## config.mk

```make
export PLATFORM = sky130hd
export DESIGN_NAME = exc_commit_ctrl
export DESIGN_NICKNAME = d
export VERILOG_FILES = /design/src/rtl/exc_commit_ctrl_pkg.sv /design/src/rtl/exc_commit_ctrl_prio_arb.sv /design/src/rtl/exc_commit_ctrl.sv
export SDC_FILE = /design/constraint.sdc
export NUM_CORES = 1
export LEC_CHECK = 0
export CAP_MARGIN = 10
export CORE_MARGIN = 2
export CORE_UTILIZATION = 26
export CTS_CLUSTER_DIAMETER = 50
export DETAILED_ROUTE_END_ITERATION = 10
export GPL_TIMING_DRIVEN = 0
export PLACE_DENSITY = 0.77
export SKIP_CTS_REPAIR_TIMING = 1
export SYNTH_ARGS = -nofsm -noshare
export SYNTH_HDL_FRONTEND = slang
export SYNTH_SLANG_ARGS = --single-unit
```

## constraint.sdc

```tcl
create_clock -name clk -period 2.06 [get_ports clk]
set_input_delay 0.206 -clock clk [delete_from_list [all_inputs] [get_ports clk]]
set_output_delay 0.206 -clock clk [all_outputs]
set_load 0.02 [all_outputs]
```

## src/rtl/exc_commit_ctrl_pkg.sv

```systemverilog
// Shared CP0 exception definitions for the writeback commit controller.
// exc_type bit positions, wb_exc_flags bit positions, ExcCode values and the
// default exception vector. These values must match the CP0 block's decode.
package exc_commit_ctrl_pkg;

    localparam int unsigned ADDR_W      = 32;
    localparam int unsigned EXC_TYPE_W  = 7;
    localparam int unsigned EXC_FLAGS_W = 6;
    localparam int unsigned EXCCODE_W   = 5;

    // One-hot exc_type positions: {int, adel, ades, sys, bp, ri, ov}
    localparam int unsigned EXC_OV   = 0;
    localparam int unsigned EXC_RI   = 1;
    localparam int unsigned EXC_BP   = 2;
    localparam int unsigned EXC_SYS  = 3;
    localparam int unsigned EXC_ADES = 4;
    localparam int unsigned EXC_ADEL = 5;
    localparam int unsigned EXC_INT  = 6;

    // wb_exc_flags positions: {adel_if, ri, ov, sys, bp, adel_d}
    localparam int unsigned FLG_ADEL_D  = 0;
    localparam int unsigned FLG_BP      = 1;
    localparam int unsigned FLG_SYS     = 2;
    localparam int unsigned FLG_OV      = 3;
    localparam int unsigned FLG_RI      = 4;
    localparam int unsigned FLG_ADEL_IF = 5;

    // Cause.ExcCode values
    localparam logic [EXCCODE_W-1:0] EXCCODE_INT  = 5'h00;
    localparam logic [EXCCODE_W-1:0] EXCCODE_ADEL = 5'h04;
    localparam logic [EXCCODE_W-1:0] EXCCODE_ADES = 5'h05;
    localparam logic [EXCCODE_W-1:0] EXCCODE_SYS  = 5'h08;
    localparam logic [EXCCODE_W-1:0] EXCCODE_BP   = 5'h09;
    localparam logic [EXCCODE_W-1:0] EXCCODE_RI   = 5'h0A;
    localparam logic [EXCCODE_W-1:0] EXCCODE_OV   = 5'h0C;

    // Exception entry with BEV=1
    localparam logic [ADDR_W-1:0] EXC_VECTOR_DEFAULT = 32'hBFC00380;

    // Source for BadVAddr
    typedef enum logic [1:0] {
        BVA_NONE,
        BVA_PC,
        BVA_MEM
    } bva_sel_e;

    typedef enum logic {
        ST_IDLE,
        ST_REDIR
    } state_e;

    // ExcCode for a one-hot exc_type, as the CP0 block decodes it
    function automatic logic [EXCCODE_W-1:0] exccode_of(input logic [EXC_TYPE_W-1:0] t);
        logic [EXCCODE_W-1:0] code;
        code = EXCCODE_INT;
        if (t[EXC_ADEL]) code = EXCCODE_ADEL;
        if (t[EXC_ADES]) code = EXCCODE_ADES;
        if (t[EXC_SYS])  code = EXCCODE_SYS;
        if (t[EXC_BP])   code = EXCCODE_BP;
        if (t[EXC_RI])   code = EXCCODE_RI;
        if (t[EXC_OV])   code = EXCCODE_OV;
        return code;
    endfunction

endpackage

```

## src/rtl/exc_commit_ctrl_prio_arb.sv

```systemverilog
// exc_prio_arb: combinational priority encoder from WB exception flags and
// the CP0 interrupt request to a one-hot exc_type plus a BadVAddr source.
// Ports:
//   valid_i      qualified WB instruction
//   int_happen_i interrupt request from CP0 (highest priority)
//   flags_i      {adel_if, ri, ov, sys, bp, adel_d}
//   ades_i       store address error (lowest priority)
//   exc_type_o   one-hot {int, adel, ades, sys, bp, ri, ov}
//   bva_sel_o    BadVAddr source for the winning exception
module exc_prio_arb
    import exc_commit_ctrl_pkg::*;
(
    input  logic                   valid_i,
    input  logic                   int_happen_i,
    input  logic [EXC_FLAGS_W-1:0] flags_i,
    input  logic                   ades_i,
    output logic [EXC_TYPE_W-1:0]  exc_type_o,
    output bva_sel_e               bva_sel_o
);

    // Priority: int, adel_if, ri, ov, sys, bp, adel_d, ades
    always_comb begin
        exc_type_o = '0;
        bva_sel_o  = BVA_NONE;
        if (valid_i) begin
            if (int_happen_i) begin
                exc_type_o[EXC_INT] = 1'b1;
            end else if (flags_i[FLG_ADEL_IF]) begin
                exc_type_o[EXC_ADEL] = 1'b1;
                bva_sel_o            = BVA_PC;
            end else if (flags_i[FLG_RI]) begin
                exc_type_o[EXC_RI] = 1'b1;
            end else if (flags_i[FLG_OV]) begin
                exc_type_o[EXC_OV] = 1'b1;
            end else if (flags_i[FLG_SYS]) begin
                exc_type_o[EXC_SYS] = 1'b1;
            end else if (flags_i[FLG_BP]) begin
                exc_type_o[EXC_BP] = 1'b1;
            end else if (flags_i[FLG_ADEL_D]) begin
                exc_type_o[EXC_ADEL] = 1'b1;
                bva_sel_o            = BVA_MEM;
            end else if (ades_i) begin
                exc_type_o[EXC_ADES] = 1'b1;
                bva_sel_o            = BVA_MEM;
            end
        end
    end

endmodule

```

## src/rtl/exc_commit_ctrl.sv

```systemverilog
// Writeback-stage exception/commit controller. Arbitrates WB exceptions and
// interrupts into CP0 events (combinational, sampled by CP0 on the same edge),
// tracks branch delay slots, and issues a flush plus a held redirect to fetch.
// Ports:
//   clk, rst                      clock, synchronous active-high reset
//   wb_*                          WB instruction info
//   int_happen, epc               from CP0
//   exc_type/exc_pc/is_slot/
//   bad_vaddr/eret                CP0 event inputs
//   wb_kill                       suppress WB register writes
//   flush                         one-cycle pipeline flush
//   redirect_valid/pc/ready       redirect handshake to fetch
module exc_commit_ctrl
    import exc_commit_ctrl_pkg::*;
#(
    parameter int unsigned     PC_W       = ADDR_W,
    parameter logic [PC_W-1:0] EXC_VECTOR = PC_W'(EXC_VECTOR_DEFAULT)
) (
    input  logic                   clk,
    input  logic                   rst,
    input  logic                   wb_valid,
    input  logic [PC_W-1:0]        wb_pc,
    input  logic                   wb_is_branch,
    input  logic                   wb_is_eret,
    input  logic [EXC_FLAGS_W-1:0] wb_exc_flags,
    input  logic                   wb_ades,
    input  logic [PC_W-1:0]        wb_mem_addr,
    input  logic                   int_happen,
    input  logic [PC_W-1:0]        epc,
    output logic [EXC_TYPE_W-1:0]  exc_type,
    output logic [PC_W-1:0]        exc_pc,
    output logic                   is_slot,
    output logic [PC_W-1:0]        bad_vaddr,
    output logic                   eret,
    output logic                   wb_kill,
    output logic                   flush,
    output logic                   redirect_valid,
    output logic [PC_W-1:0]        redirect_pc,
    input  logic                   redirect_ready
);

    state_e          state_q;
    logic            slot_q;
    logic            flush_q;
    logic            redirect_valid_q;
    logic [PC_W-1:0] redirect_pc_q;

    logic            commit;
    logic            exc_any;
    bva_sel_e        bva_sel;

    // Only IDLE commits; while redirecting, WB holds wrong-path instructions
    assign commit = wb_valid && !rst && (state_q == ST_IDLE);

    exc_prio_arb u_arb (
        .valid_i      (commit),
        .int_happen_i (int_happen),
        .flags_i      (wb_exc_flags),
        .ades_i       (wb_ades),
        .exc_type_o   (exc_type),
        .bva_sel_o    (bva_sel)
    );

    assign exc_any = |exc_type;
    assign eret    = commit && wb_is_eret && !exc_any;
    assign wb_kill = exc_any;
    assign exc_pc  = wb_pc;
    assign is_slot = slot_q;

    assign flush          = flush_q;
    assign redirect_valid = redirect_valid_q;
    assign redirect_pc    = redirect_pc_q;

    // BadVAddr source mux
    always_comb begin
        bad_vaddr = '0;
        unique case (bva_sel)
            BVA_PC:   bad_vaddr = wb_pc;
            BVA_MEM:  bad_vaddr = wb_mem_addr;
            default:  bad_vaddr = '0;
        endcase
    end

    // Redirect FSM, flush pulse and delay-slot tracking
    always_ff @(posedge clk) begin
        if (rst) begin
            state_q          <= ST_IDLE;
            slot_q           <= 1'b0;
            flush_q          <= 1'b0;
            redirect_valid_q <= 1'b0;
            redirect_pc_q    <= '0;
        end else begin
            flush_q <= 1'b0;
            case (state_q)
                ST_IDLE: begin
                    if (exc_any || eret) begin
                        flush_q          <= 1'b1;
                        redirect_valid_q <= 1'b1;
                        redirect_pc_q    <= exc_any ? EXC_VECTOR : epc;
                        state_q          <= ST_REDIR;
                    end
                end
                ST_REDIR: begin
                    if (redirect_ready) begin
                        redirect_valid_q <= 1'b0;
                        state_q          <= ST_IDLE;
                    end
                end
                default: state_q <= ST_IDLE;
            endcase

            // A committed branch marks the next committed instruction as a slot
            if (commit && !exc_any && !eret) begin
                slot_q <= wb_is_branch;
            end else if (exc_any || eret || flush_q) begin
                slot_q <= 1'b0;
            end
        end
    end

endmodule

```

Word level (Yosys, flattened, before mapping)
Index checks and enable logic that the tools add are counted.
{"block": "classes", "eq_ne": 4, "mux": 37, "bitwise": 1, "reduce_logical": 16}
{"operator": "$pmux W32 S2", "n": 1}
{"operator": "$mux W32", "n": 1}
{"operator": "$mux W2", "n": 11}
{"operator": "$mux W1", "n": 17}
{"operator": "$mux W4", "n": 2}
{"operator": "$mux W7", "n": 1}
{"operator": "$reduce_or A7 Y1", "n": 1}
{"operator": "$logic_and A1 B1 Y1", "n": 6}
{"operator": "$mux W6", "n": 1}
{"operator": "$mux W5", "n": 1}
{"operator": "$pmux W1 S2", "n": 2}
{"operator": "$reduce_and A2 Y1", "n": 2}
{"operator": "$logic_not A1 Y1", "n": 3}
{"operator": "$eq A2 B1 Y1 const B", "n": 1}
{"operator": "$eq A2 B2 Y1 const B", "n": 1}
{"operator": "$logic_or A1 B1 Y1", "n": 2}
{"operator": "$ne A2 B1 Y1 const B", "n": 1}
{"operator": "$ne A2 B2 Y1 const B", "n": 1}
{"operator": "$reduce_bool A2 Y1", "n": 1}
{"operator": "$reduce_or A2 Y1", "n": 1}
{"operator": "$not A1 Y1", "n": 1}
{"block": "totals", "ff_bits": 36, "inputBits": 110, "out_inout_bits": 108, "word_cells": 63}

Depth between registers and ports, before layout
Gate-level depths: netlist of run 1.
{"block": "logic_depth", "ltp_word": 16, "depth_mapped": 8, "mapped_depth_nobuf": 6}

Hierarchy
From an unflattened synthesis of run 1, not the netlist that was laid out.
{"block": "unflattened", "hier_cells": 222, "hier_area_um2": 2083.2}
{"mod": "exc_commit_ctrl", "n_inst": 1, "cells_per_inst": 205, "area_per_inst_um2": 1935.6, "seq_area_each_um2": 720.7}
{"mod": "exc_prio_arb", "n_inst": 1, "cells_per_inst": 17, "area_per_inst_um2": 147.6, "seq_area_each_um2": 0.0}

Worst setup path before layout of run 1
Ideal clock, no wire load.
{"block": "synth_path", "path_type": "register to output", "from": "register state_q", "to": "output bad_vaddr[10]", "t_arrival_ns": 2.073, "required_time_ns": 1.854, "setup_slack_ns": -0.219, "stages_incl_launch_ff": 7, "n_path_buf": 1, "cell_sequence": "dfxtp_1 nor4b_1 nand3_1 or4_1 ha_1 clkbuf_1 nor2_1"}
{"block": "synth_via", "elab_chain_len": 5, "word_cells_on_any_way": 6, "cone_classes": "eq/ne: 2; mux: 2; bitwise: 1; reduce/logical: 1"}
{"item": "from (decl)", "line": "exc_commit_ctrl.sv:42", "rtl": "state_e state_q;"}
{"item": "from (signal assigned)", "line": "exc_commit_ctrl.sv:87", "rtl": "state_q <= ST_IDLE;"}
{"item": "from (signal assigned)", "line": "exc_commit_ctrl.sv:100", "rtl": "state_q <= ST_REDIR;"}
{"item": "from (signal assigned)", "line": "exc_commit_ctrl.sv:106", "rtl": "state_q <= ST_IDLE;"}
{"item": "$not A1 Y1 (*)"}
{"item": "$logic_and A1 B1 Y1 (*)", "line": "exc_commit_ctrl.sv:53", "rtl": "assign commit = wb_valid && !rst && (state_q == ST_IDLE);"}
{"item": "$mux W2 (*)", "line": "exc_commit_ctrl_prio_arb.sv:25", "rtl": "if (valid_i) begin"}
{"item": "$eq A2 B2 Y1 or $eq A2 B1 Y1 (tied branches)", "line": "exc_commit_ctrl.sv:77", "rtl": "unique case (bva_sel)"}
{"item": "$pmux W32 S2 (*)", "line": "exc_commit_ctrl.sv:77"}
{"item": "to (decl)", "line": "exc_commit_ctrl.sv:33", "rtl": "output logic [PC_W-1:0] bad_vaddr,"}
Every way passes the cells marked *; elsewhere a longest branch is shown, timed or not.

Final worst setup path of run 1
{"block": "layout_path", "from": "register state_q", "to": "output bad_vaddr[17]"}
The elaborated chain is that of the path after synthesis.

==> results.md, run 1 <==
- Cell Rows: 32
- H-tree Lvls: 2
- Ys Warns: 0
- RSZ-0062 raised after global routing: true
- Synth area leader: dfxtp_1
- Fin crit share: 1.22
- CP cell instances: nor4b_4 -> nand3_2 -> or4_4 -> ha_4 -> clkbuf_16 -> nor2_4 -> buf_6
- Starting density of the core: 0.269
- Largest net degree at the start of global routing: 13
- Int Power: 1.33 mW
- # diodes: 0
- Routed vias/inst: 4.82
- Root Buffer: clkbuf_8
- Storage cell area: 724 sq um
- Clock tree buffer depth: 2
- Slew @ Worst Pin: 0.439 ns
- Synth Area in Compound Gates: 0.291
- Min-Delay Path Class: input port to flop
- Avg WL per Cell: 16.7 um
- CP max FO: 8
- Fill cell count: 616
- Die width: 93.6 um
- Worst R2R End: redirect_pc[6]$_SDFFE_PP0P_
- Footprint of the multi-input gates: 1480 sq um
- Clk sinks: 36
- Endpoints failing setup: 33
- Skew final: 0.00799 ns
- Synth top area cells: dfxtp_1 35%, buf_4 12%, a22oi_1 12%, o2bb2ai_1 8.4%, nor2_1 6.5%
- Die Area: 8750 sq um
- Max Clock Freq: 397 MHz
- Initial DRT Pass Iterations: 4
- HPWL after detailed placement: 7810 um
- CP Launch Type: flop
- Synth Area in XOR/XNOR: 0
- Simple logic cell fraction of the synthesized area: 0.185
- First-pass GRT wire length: 14100 um
- Psw: 0.515 mW
- Drt total wl: 9690 um
- Avg Inst Size Synth: 8.62 sq um
- Non-Filler Instances: 581
- Power Density: 352 nW/um^2
- Detailed Route Iter0 Violations: 25
- Post-synthesis sequential element count: 36
- Post-synthesis mux area share: 0
- Nature of the critical path endpoint: output port
- Top FF cell, synth: dfxtp_1
- Synth Instances: 242
- Vias: 2798
- Area growth syn-to-layout: 151%
- Switching Fraction: 0.280
- PortBufs: 217
- Worst ir drop on vdd: 0.417 mV
- Dpl cell area: 4840 sq um
- Critical Path AT: 2.31 ns
- Initial antenna violation count: 0
- Clock power frac: 0.266
- Max-slew violations: 0
- Max_cap viols: 0
- Layout cells sized above 1: 0.397
- I/O Pins: 218
- Async SR Flop Fraction: 0
- Power Total: 1.84 mW
- Inst Count DP: 561
- Setup ws final: -0.459 ns
- Commonest non-fill, non-tap cell in the layout: clkdlybuf4s50_1
- Sequential fraction of the synthesis area: 0.346
- Commonest cells after routing, fill and taps aside: 173 x clkdlybuf4s50_1, 44 x buf_4, 37 x buf_6, 35 x dfxtp_1, 32 x a22oi_2
- Syn nets: 354
- Die Y: 93.6 um
- Final Hold Viols: 0
- Yosys cell types: 30
- Post-synth top area share: 0.346
- Total GRT Usage: 0.203
- Failing checks: negative setup slack
- Number of enable flip-flop cells after synthesis: 0
- Nets@finish: 590
- Vias in the first global route: 2783
- Adder-cell share of the synthesized area: 0.0120
- Setup slack, reg-to-reg: 0.42 ns
- Worst setup startpoint: state_q$_SDFF_PP0_
- Crit path required time: 1.85 ns
- CTS tree: yes
- Min Clock Period, post-route: 2.52 ns
- # DRC: 0
- GPL Wtd Cong: 0.750
- Cell area after layout: 5230 sq um
- Reg-to-reg critical path startpoint: state_q$_SDFF_PP0_
- Outcome: finished with violations
- Comb power frac: 0.338
- Cell Area, Synth: 2090 sq um
- GRT overflow: 0
- R2r worst-path depth: 5
- Seq pwr share: 0.396
- Max-slew headroom: 0.707
- ANT nets after route: 0
- Placeable Area: 7770 sq um
- Total CTS buffers: 5
- Crit Path Class: flop to output port
- CP Capture Point: bad_vaddr[17]
- CTS clk-pin slew, worst paths: 0.07 ns
- Slowest cell on crit path: or4_4
- Max incr delay on CP: 0.45 ns
- Largest family of logic cells by synthesized area: compound AO/OA/AOI/OAI gates
- P_leak: 1.98 nW
- Clk_lat worst skew: 0.29 ns
## per-layer routing
metal  global-route usage  wire length [um]  vias to the layer above  share of wire
met2                0.382              5220                      137           0.54
met4               0.0725               180                        0          0.019
li1                     -                 -                     1330              -
met1                0.204              3370                     1317           0.35
met5                    0                 0                        -              0
met3               0.0749               924                       14          0.095
## sequential cells by signal, summed over array words and instances, names as in the netlist
register / count
flush: 1
is_slot: 1
redirect_pc: 32
redirect_valid: 1
state_q: 1
## stage by stage
| step | TNS [ns] | hold WS, ns | setup WS (ns) | util |
|---|---|---|---|---|
| floorplan | -0.590 | 0.323 | -0.0197 | - |
| global placement | -41.83 | 0.435 | -1.25 | 0.623 |
| detailed placement | -44.82 | 0.444 | -1.31 | 0.623 |
| CTS | -43.36 | 0.455 | -1.30 | 0.635 |
| global route | -17.40 | 0.430 | -0.559 | 0.673 |
| finish | -13.94 | 0.395 | -0.459 | 0.673 |
## worst min path at each step
stage                                       startpoint                            to  depth (start not counted)  slack, ns
final                                              rst   redirect_valid$_SDFFE_PP0P_                          3       0.40
after global routing                               rst   redirect_valid$_SDFFE_PP0P_                          3       0.43
after CTS                                       epc[2]   redirect_pc[2]$_SDFFE_PP0P_                          2       0.46
after detailed placement  redirect_pc[18]$_SDFFE_PP0P_  redirect_pc[18]$_SDFFE_PP0P_                          2       0.44
after global placement    redirect_pc[30]$_SDFFE_PP0P_  redirect_pc[30]$_SDFFE_PP0P_                          2       0.44
after floorplan                                 epc[0]   redirect_pc[0]$_SDFFE_PP0P_                          1       0.32
## final cells by class
type                    count  share of cell area
plain buffers              51              0.0864
clock buffers               5              0.0132
clock inverters             3             0.00359
inverters                   5             0.00359
multi-input cells         150               0.283
flip-flops and latches     36               0.139
well taps                 102              0.0244
repair buffers            229               0.448
## power groups by stage
stage | clock (mW) | sequential (mW) | combinational (mW)
final | 0.489 | 0.730 | 0.624
after global routing | 0.545 | 0.733 | 0.659
after detailed placement | 0 | 0.746 | 0.602
after CTS | 0.510 | 0.730 | 0.604
after global placement | 0 | 0.745 | 0.595
after floorplan | 0 | 0.769 | 0.202
## cell usage after synthesis (3+ instances only)
cell / number
buf_4: 33
nor2_1: 36
a22oi_1: 32
dfxtp_1: 36
clkbuf_1: 12
o2bb2ai_1: 20
nor3_1: 3
inv_1: 5
o221a_2: 12
and3_1: 3
nand2_1: 20
buf_2: 5
a21oi_1: 3
## cells by family (layout without fill, tap and decap cells)
logic type,Yosys count,after routing
AND/OR/NAND/NOR,77,77
buffers and inverters,56,293
adder cells (fa/ha/maj),2,2
flip-flops,36,36
AO/OA/AOI/OAI,71,71
## worst max-delay path, delay by kind of cell, from the launching register on
kind                     cells  cell delay [ns]
adder cells (fa/ha/maj)      1             0.40
buffers and inverters        2             0.33
flip-flops                   1             0.36
AND/OR/NAND/NOR              4             0.93
(Power assumes the default switching activity.)
==> inputs of run 2 (changes only) <==
--- a/config.mk
+++ b/config.mk
@@ -11,6 +11,7 @@
 export CTS_CLUSTER_DIAMETER = 50
 export DETAILED_ROUTE_END_ITERATION = 10
 export GPL_TIMING_DRIVEN = 0
+export MAX_ROUTING_LAYER = met4
 export PLACE_DENSITY = 0.77
 export SKIP_CTS_REPAIR_TIMING = 1
 export SYNTH_ARGS = -nofsm -noshare
==> run 2 against run 1 <==
Against the previous run: the run still ends with negative setup slack left; global-route usage is 0.59 points higher; cell count stayed put; clock power hardly changed; sequential cell count stayed put; core utilization stayed put; largest cell class unchanged.
==> results.md, run 2 (synthesized netlist as in run 1, its figures left out) <==
- Outcome: finished with violations (unchanged)
- Failing checks: negative setup slack (unchanged)
- RSZ-0062 raised after global routing: true (unchanged)
- Endpoints failing setup: 33 (unchanged)
- Area growth syn-to-layout: 151% (unchanged)
- Die Y: 93.6 um (unchanged)
- Setup slack, reg-to-reg: 0.42 ns (about the same)
- Final Hold Viols: 0 (unchanged)
- Total GRT Usage: 0.209 (was 0.203)
- ANT nets after route: 0 (unchanged)
- # DRC: 0 (unchanged)
- Nature of the critical path endpoint: output port (unchanged)
- CTS tree: yes (unchanged)
- HPWL after detailed placement: 7810 um (unchanged)
- Avg WL per Cell: 16.7 um (about the same)
- Layout cells sized above 1: 0.397 (unchanged)
- Max-slew violations: 0 (unchanged)
- Max-slew headroom: 0.707 (about the same)
- Final setup TNS: -13.98 ns (was -13.94 ns)
- Min Clock Period, post-route: 2.52 ns (about the same)
- Min-Delay Path Class: input port to flop (unchanged)
- CP Launch Type: flop (unchanged)
- Fin crit share: 1.22 (about the same)
- Reg-to-reg critical path startpoint: state_q$_SDFF_PP0_ (unchanged)
- P_leak: 1.98 nW (unchanged)
- Slowest cell on crit path: or4_4 (unchanged)
- Dpl cell area: 4840 sq um (unchanged)
- Slew @ Worst Pin: 0.438 ns (was 0.439 ns)
- Commonest non-fill, non-tap cell in the layout: clkdlybuf4s50_1 (unchanged)
- Critical Path AT: 2.31 ns (about the same)
- Max Clock Freq: 397 MHz (about the same)
- Worst ir drop on vdd: 0.417 mV (about the same)
- Worst R2R End: redirect_pc[6]$_SDFFE_PP0P_ (unchanged)
- Vias in the first global route: 2787 (was 2783)
- Power Density: 353 nW/um^2 (was 352 nW/um^2)
- First-pass GRT wire length: 14100 um (about the same)
- Crit Path Class: flop to output port (unchanged)
- H-tree Lvls: 2 (unchanged)
- Cell Rows: 32 (unchanged)
- Initial antenna violation count: 0 (unchanged)
- Hold_ws: 0.394 ns (was 0.395 ns)
- CP cell instances: nor4b_4 -> nand3_2 -> or4_4 -> ha_4 -> clkbuf_16 -> nor2_4 -> buf_6 (unchanged)
- Clock tree buffer depth: 2 (unchanged)
- Crit path required time: 1.85 ns (about the same)
- Largest net degree at the start of global routing: 13 (unchanged)
- Core Util, Final: 0.673 (unchanged)
- Largest register FFs: 32 (unchanged)
- # diodes: 0 (unchanged)
- CTS clk-pin slew, worst paths: 0.07 ns (about the same)
- Initial DRT Pass Iterations: 4 (unchanged)
- PortBufs: 217 (unchanged)
- R2r worst-path depth: 5 (unchanged)
- Detailed Route Iter0 Violations: 27 (was 25)
- Max incr delay on CP: 0.45 ns (about the same)
- Root Buffer: clkbuf_8 (unchanged)
- Clk sinks: 36 (unchanged)
- GPL Wtd Cong: 0.759 (was 0.750)
- Worst setup startpoint: state_q$_SDFF_PP0_ (unchanged)
- Starting density of the core: 0.269 (unchanged)
- Placeable Area: 7770 sq um (unchanged)
- GRT overflow: 0 (unchanged)
- Die Area: 8750 sq um (unchanged)
- Vias: 2801 (was 2798)
- Total CTS buffers: 5 (unchanged)
- Cell area after layout: 5230 sq um (unchanged)
- Drt total wl: 9710 um (was 9690 um)
- Pre-CTS setup slack: -1.31 ns (unchanged)
- Hold Path Origin: rst (unchanged)
- CP max FO: 8 (unchanged)
- Clk_lat worst skew: 0.28 ns (was 0.29 ns)
- Max_cap viols: 0 (unchanged)
- CP Capture Point: bad_vaddr[17] (unchanged)
- Routed vias/inst: 4.82 (about the same)
- I/O Pins: 218 (unchanged)
- Skew final: 0.00724 ns (was 0.00799 ns)
- Nets@finish: 590 (unchanged)
- Commonest cells after routing, fill and taps aside: 173 x clkdlybuf4s50_1, 44 x buf_4, 37 x buf_6, 35 x dfxtp_1, 32 x a22oi_2 (unchanged)
- Die width: 93.6 um (unchanged)
- Setup ws final: -0.460 ns (was -0.459 ns)
run 2: final cells by class:
cell class / count / area, sq um
buffer: 51 / 452
clock buffer: 5 / 68.8
clock inverter: 3 / 18.8
fill: 616 / 2540
inverter: 5 / 18.8
multi-input combinational: 150 / 1480
sequential: 36 / 724
tap: 102 / 128
timing repair buffer: 229 / 2340
run 2: routing by layer:
layer	track usage	routed length [um]	vias up
li1	-	-	1330
met1	0.218	3540	1322
met2	0.382	5230	135
met3	0.0532	765	14
met4	0.0725	180	0
met5	-	0	-
run 2: how the worst min path moves through the flow:
stage / end / slack [ns] / cells after the start
after floorplan: redirect_pc[0]$_SDFFE_PP0P_ / 0.32 / 1
after global placement: redirect_pc[30]$_SDFFE_PP0P_ / 0.44 / 2
after detailed placement: redirect_pc[18]$_SDFFE_PP0P_ / 0.44 / 2
after CTS: redirect_pc[2]$_SDFFE_PP0P_ / 0.46 / 2
after global routing: redirect_valid$_SDFFE_PP0P_ / 0.43 / 3
final: redirect_valid$_SDFFE_PP0P_ / 0.39 / 3
run 2: through the flow:
| step | instances | power [mW] |
|---|---|---|
| after floorplan | 242 | 0.971 |
| after global routing | 581 | 1.94 |
| after detailed placement | 561 | 1.35 |
| after CTS | 569 | 1.84 |
| final | 581 | 1.84 |
| after global placement | 561 | 1.34 |
run 2: where the power goes:
group	switching (mW)	internal [mW]	total, mW
sequential	0.0130	0.717	0.730
combinational	0.249	0.375	0.624
clock	0.256	0.235	0.491
run 2: critical path: cells and delay by family, from the launching register on:
kind | cells | cell delay [ns]
flops | 1 | 0.36
buf+inv | 2 | 0.33
simple gates | 4 | 0.93
fa+ha+maj | 1 | 0.40
==> inputs of run 3 (changes only) <==
--- a/config.mk
+++ b/config.mk
@@ -7,12 +7,12 @@
 export LEC_CHECK = 0
 export CAP_MARGIN = 10
 export CORE_MARGIN = 2
-export CORE_UTILIZATION = 26
+export CORE_UTILIZATION = 29
 export CTS_CLUSTER_DIAMETER = 50
 export DETAILED_ROUTE_END_ITERATION = 10
 export GPL_TIMING_DRIVEN = 0
 export MAX_ROUTING_LAYER = met4
-export PLACE_DENSITY = 0.77
+export PLACE_DENSITY = 0.81
 export SKIP_CTS_REPAIR_TIMING = 1
 export SYNTH_ARGS = -nofsm -noshare
 export SYNTH_HDL_FRONTEND = slang
==> constraint.sdc (replaced) <==
create_clock -name clk -period 2.4 [get_ports clk]
set_input_delay 0.24 -clock clk [delete_from_list [all_inputs] [get_ports clk]]
set_output_delay 0.24 -clock clk [all_outputs]
set_load 0.02 [all_outputs]
==> run 3 against run 2 <==
Against the previous run: register-to-register slack better by 0.33 ns; critical path depth grew 1; non-clock buffer count fell by 7; the run still ends with negative setup slack left; critical endpoint is now bad_vaddr[13]; die area shrank 9.9%; global-route usage up 1.3 points; core utilization increased by 0.57 points.
==> results.md, run 3 (synthesized netlist as in run 1, its figures left out) <==
- Inst Count DP: 555 (was 561)
- Setup slack, reg-to-reg: 0.75 ns (was 0.42 ns)
- Skew final: 0.00460 ns (was 0.00724 ns)
- Root Buffer: clkbuf_8 (unchanged)
- HPWL after detailed placement: 7390 um (was 7810 um)
- Total GRT Usage: 0.222 (was 0.209)
- P_leak: 1.88 nW (was 1.98 nW)
- GPL Wtd Cong: 0.875 (was 0.759)
- Area growth syn-to-layout: 124% (was 151%)
- Pre-CTS setup slack: -1.26 ns (was -1.31 ns)
- Switching Fraction: 0.270 (was 0.280)
- I/O Pins: 218 (unchanged)
- Detailed Route Iter0 Violations: 55 (was 27)
- Max incr delay on CP: 0.52 ns (was 0.45 ns)
- Largest register FFs: 32 (unchanged)
- CP Capture Point: bad_vaddr[13] (was bad_vaddr[17])
- Die width: 88.8 um (was 93.6 um)
- Crit path depth: 8 (was 7)
- Seq pwr share: 0.395 (was 0.396)
- Nets@finish: 583 (was 590)
- Slowest cell on crit path: or4_4 (unchanged)
- Commonest cells after routing, fill and taps aside: 176 x clkdlybuf4s50_1, 51 x buf_4, 35 x nor2_1, 35 x dfxtp_1, 28 x a22oi_2 (was 173 x clkdlybuf4s50_1, 44 x buf_4, 37 x buf_6, 35 x dfxtp_1, 32 x a22oi_2)
- Vias: 2715 (was 2801)
- Max_cap viols: 0 (unchanged)
- Hold path depth: 2 (was 3)
- Largest net degree at the start of global routing: 12 (was 13)
- First-pass GRT wire length: 13300 um (was 14100 um)
- CP max FO: 10 (was 8)
- Vias in the first global route: 2712 (was 2787)
- Worst path bufs/invs: 2 (unchanged)
- CTS clk-pin slew, worst paths: 0.07 ns (about the same)
- Cell area after layout: 4660 sq um (was 5230 sq um)
- Outcome: finished with violations (unchanged)
- PortBufs: 217 (unchanged)
- Clock tree buffer depth: 2 (unchanged)
- Psw: 0.429 mW (was 0.517 mW)
- Avg WL per Cell: 16.3 um (was 16.7 um)
- Non-Filler Instances: 568 (was 581)
- Die Y: 88.8 um (was 93.6 um)
- Starting density of the core: 0.304 (was 0.269)
- Int Power: 1.16 mW (was 1.33 mW)
- Comb power frac: 0.325 (was 0.338)
- Initial antenna violation count: 0 (unchanged)
- Power Total: 1.59 mW (was 1.84 mW)
- Clock power frac: 0.281 (was 0.266)
- Worst setup startpoint: state_q$_SDFF_PP0_ (unchanged)
- Die Area: 7890 sq um (was 8750 sq um)
- GRT overflow: 0 (unchanged)
- Nature of the critical path endpoint: output port (unchanged)
- Worst R2R End: redirect_pc[4]$_SDFFE_PP0P_ (was redirect_pc[6]$_SDFFE_PP0P_)
- Max-slew violations: 0 (unchanged)
- Setup ws final: -0.145 ns (was -0.460 ns)
- Power Density: 341 nW/um^2 (was 353 nW/um^2)
- # DRC: 0 (unchanged)
- Critical Path AT: 2.31 ns (about the same)
- Commonest non-fill, non-tap cell in the layout: clkdlybuf4s50_1 (unchanged)
- Crit Path Class: flop to output port (unchanged)
- Clk sinks: 36 (unchanged)
- Dpl cell area: 4380 sq um (was 4840 sq um)
- Drt total wl: 9280 um (was 9710 um)
- CTS tree: yes (unchanged)
- CP Launch Type: flop (unchanged)
- Cell Rows: 30 (was 32)
- Clk_lat worst skew: 0.28 ns (about the same)
- RSZ-0062 raised after global routing: true (unchanged)
- Fin crit share: 1.06
- Total CTS buffers: 5 (unchanged)
- Min-Delay Path Class: flop to flop (was input port to flop)
- R2r worst-path depth: 5 (unchanged)
- Min Clock Period, post-route: 2.55 ns
- Endpoints failing setup: 32 (was 33)
- Placeable Area: 6870 sq um (was 7770 sq um)
- Final Hold Viols: 0 (unchanged)
- Routed vias/inst: 4.78 (was 4.82)
- Worst ir drop on vdd: 0.230 mV (was 0.417 mV)
- Delay-heaviest family, CP: simple AND/OR/NAND/NOR gates (unchanged)
- Layout cells sized above 1: 0.311 (was 0.397)
- Slew @ Worst Pin: 0.493 ns (was 0.438 ns)
- Initial DRT Pass Iterations: 4 (unchanged)
- CP cell instances: nor4b_4 -> nand3_2 -> or4_4 -> ha_4 -> buf_6 -> a22oi_2 -> nor2_1 -> buf_4 (was nor4b_4 -> nand3_2 -> or4_4 -> ha_4 -> clkbuf_16 -> nor2_4 -> buf_6)
- ANT nets after route: 0 (unchanged)
- Max-slew headroom: 0.671 (was 0.707)
- Crit path required time: 2.16 ns (was 1.85 ns)
- Max Clock Freq: 393 MHz
- H-tree Lvls: 2 (unchanged)
- # diodes: 0 (unchanged)
- Failing checks: negative setup slack (unchanged)
- Reg-to-reg critical path startpoint: state_q$_SDFF_PP0_ (unchanged)
## run 3: cell count changes in the layout (fill, tap and decap cells not counted), sizes merged
| cell | delta |
|---|---|
| clkinv | -3 |
| dlymetal6s2s | -1 |
| buf | -7 |
| clkdlybuf4s50 | +3 |
| clkinvlp | +1 |
## run 3: layer usage
metal / global-route usage / part of all wire / vias to the layer above
li1: - / - / 1315
met1: 0.263 / 0.39 / 1268
met2: 0.379 / 0.52 / 116
met3: 0.0485 / 0.062 / 16
met4: 0.0634 / 0.025 / 0
met5: - / 0 / -
## run 3: worst min-delay path, cell delays in order (launching register included)
cell       delay (ns)
dfxtp_1          0.31
nand2_1          0.05
o2bb2ai_1        0.05
## run 3: power groups by stage
stage | clock, mW | combinational [mW] | sequential, mW
floorplan | 0 | 0.149 | 0.659
global placement | 0 | 0.477 | 0.639
detailed placement | 0 | 0.483 | 0.640
CTS | 0.453 | 0.487 | 0.627
global route | 0.477 | 0.544 | 0.630
finish | 0.447 | 0.516 | 0.628
## run 3: stage by stage
| stage | util | hold slack (ns) | setup TNS, ns |
|---|---|---|---|
| 4_1_cts | 0.651 | 0.451 | -40.00 |
| 3_3_place_gp | 0.637 | 0.435 | -39.46 |
| 3_5_place_dp | 0.637 | 0.441 | -39.64 |
| 6_report | 0.679 | 0.447 | -3.97 |
| 5_1_grt | 0.679 | 0.465 | -6.92 |
| 2_1_floorplan | - | 0.357 | 0 |
## run 3: layout make-up
cell class | instances | area (sq um)
clock inverter | 1 | 7.51
clock buffer | 7 | 86.3
timing repair buffer | 222 | 2090
inverter | 5 | 18.8
buffer | 51 | 392
multi-input combinational | 150 | 1220
tap | 96 | 120
sequential | 36 | 724
fill | 588 | 2200
## run 3: worst min-delay path by stage
stage	slack, ns	startpoint	to
6_report	0.45	redirect_pc[12]$_SDFFE_PP0P_	redirect_pc[12]$_SDFFE_PP0P_
2_1_floorplan	0.36	epc[0]	redirect_pc[0]$_SDFFE_PP0P_
4_1_cts	0.45	redirect_pc[17]$_SDFFE_PP0P_	redirect_pc[17]$_SDFFE_PP0P_
5_1_grt	0.47	redirect_pc[12]$_SDFFE_PP0P_	redirect_pc[12]$_SDFFE_PP0P_
3_5_place_dp	0.44	redirect_pc[17]$_SDFFE_PP0P_	redirect_pc[17]$_SDFFE_PP0P_
3_3_place_gp	0.43	redirect_pc[5]$_SDFFE_PP0P_	redirect_pc[5]$_SDFFE_PP0P_
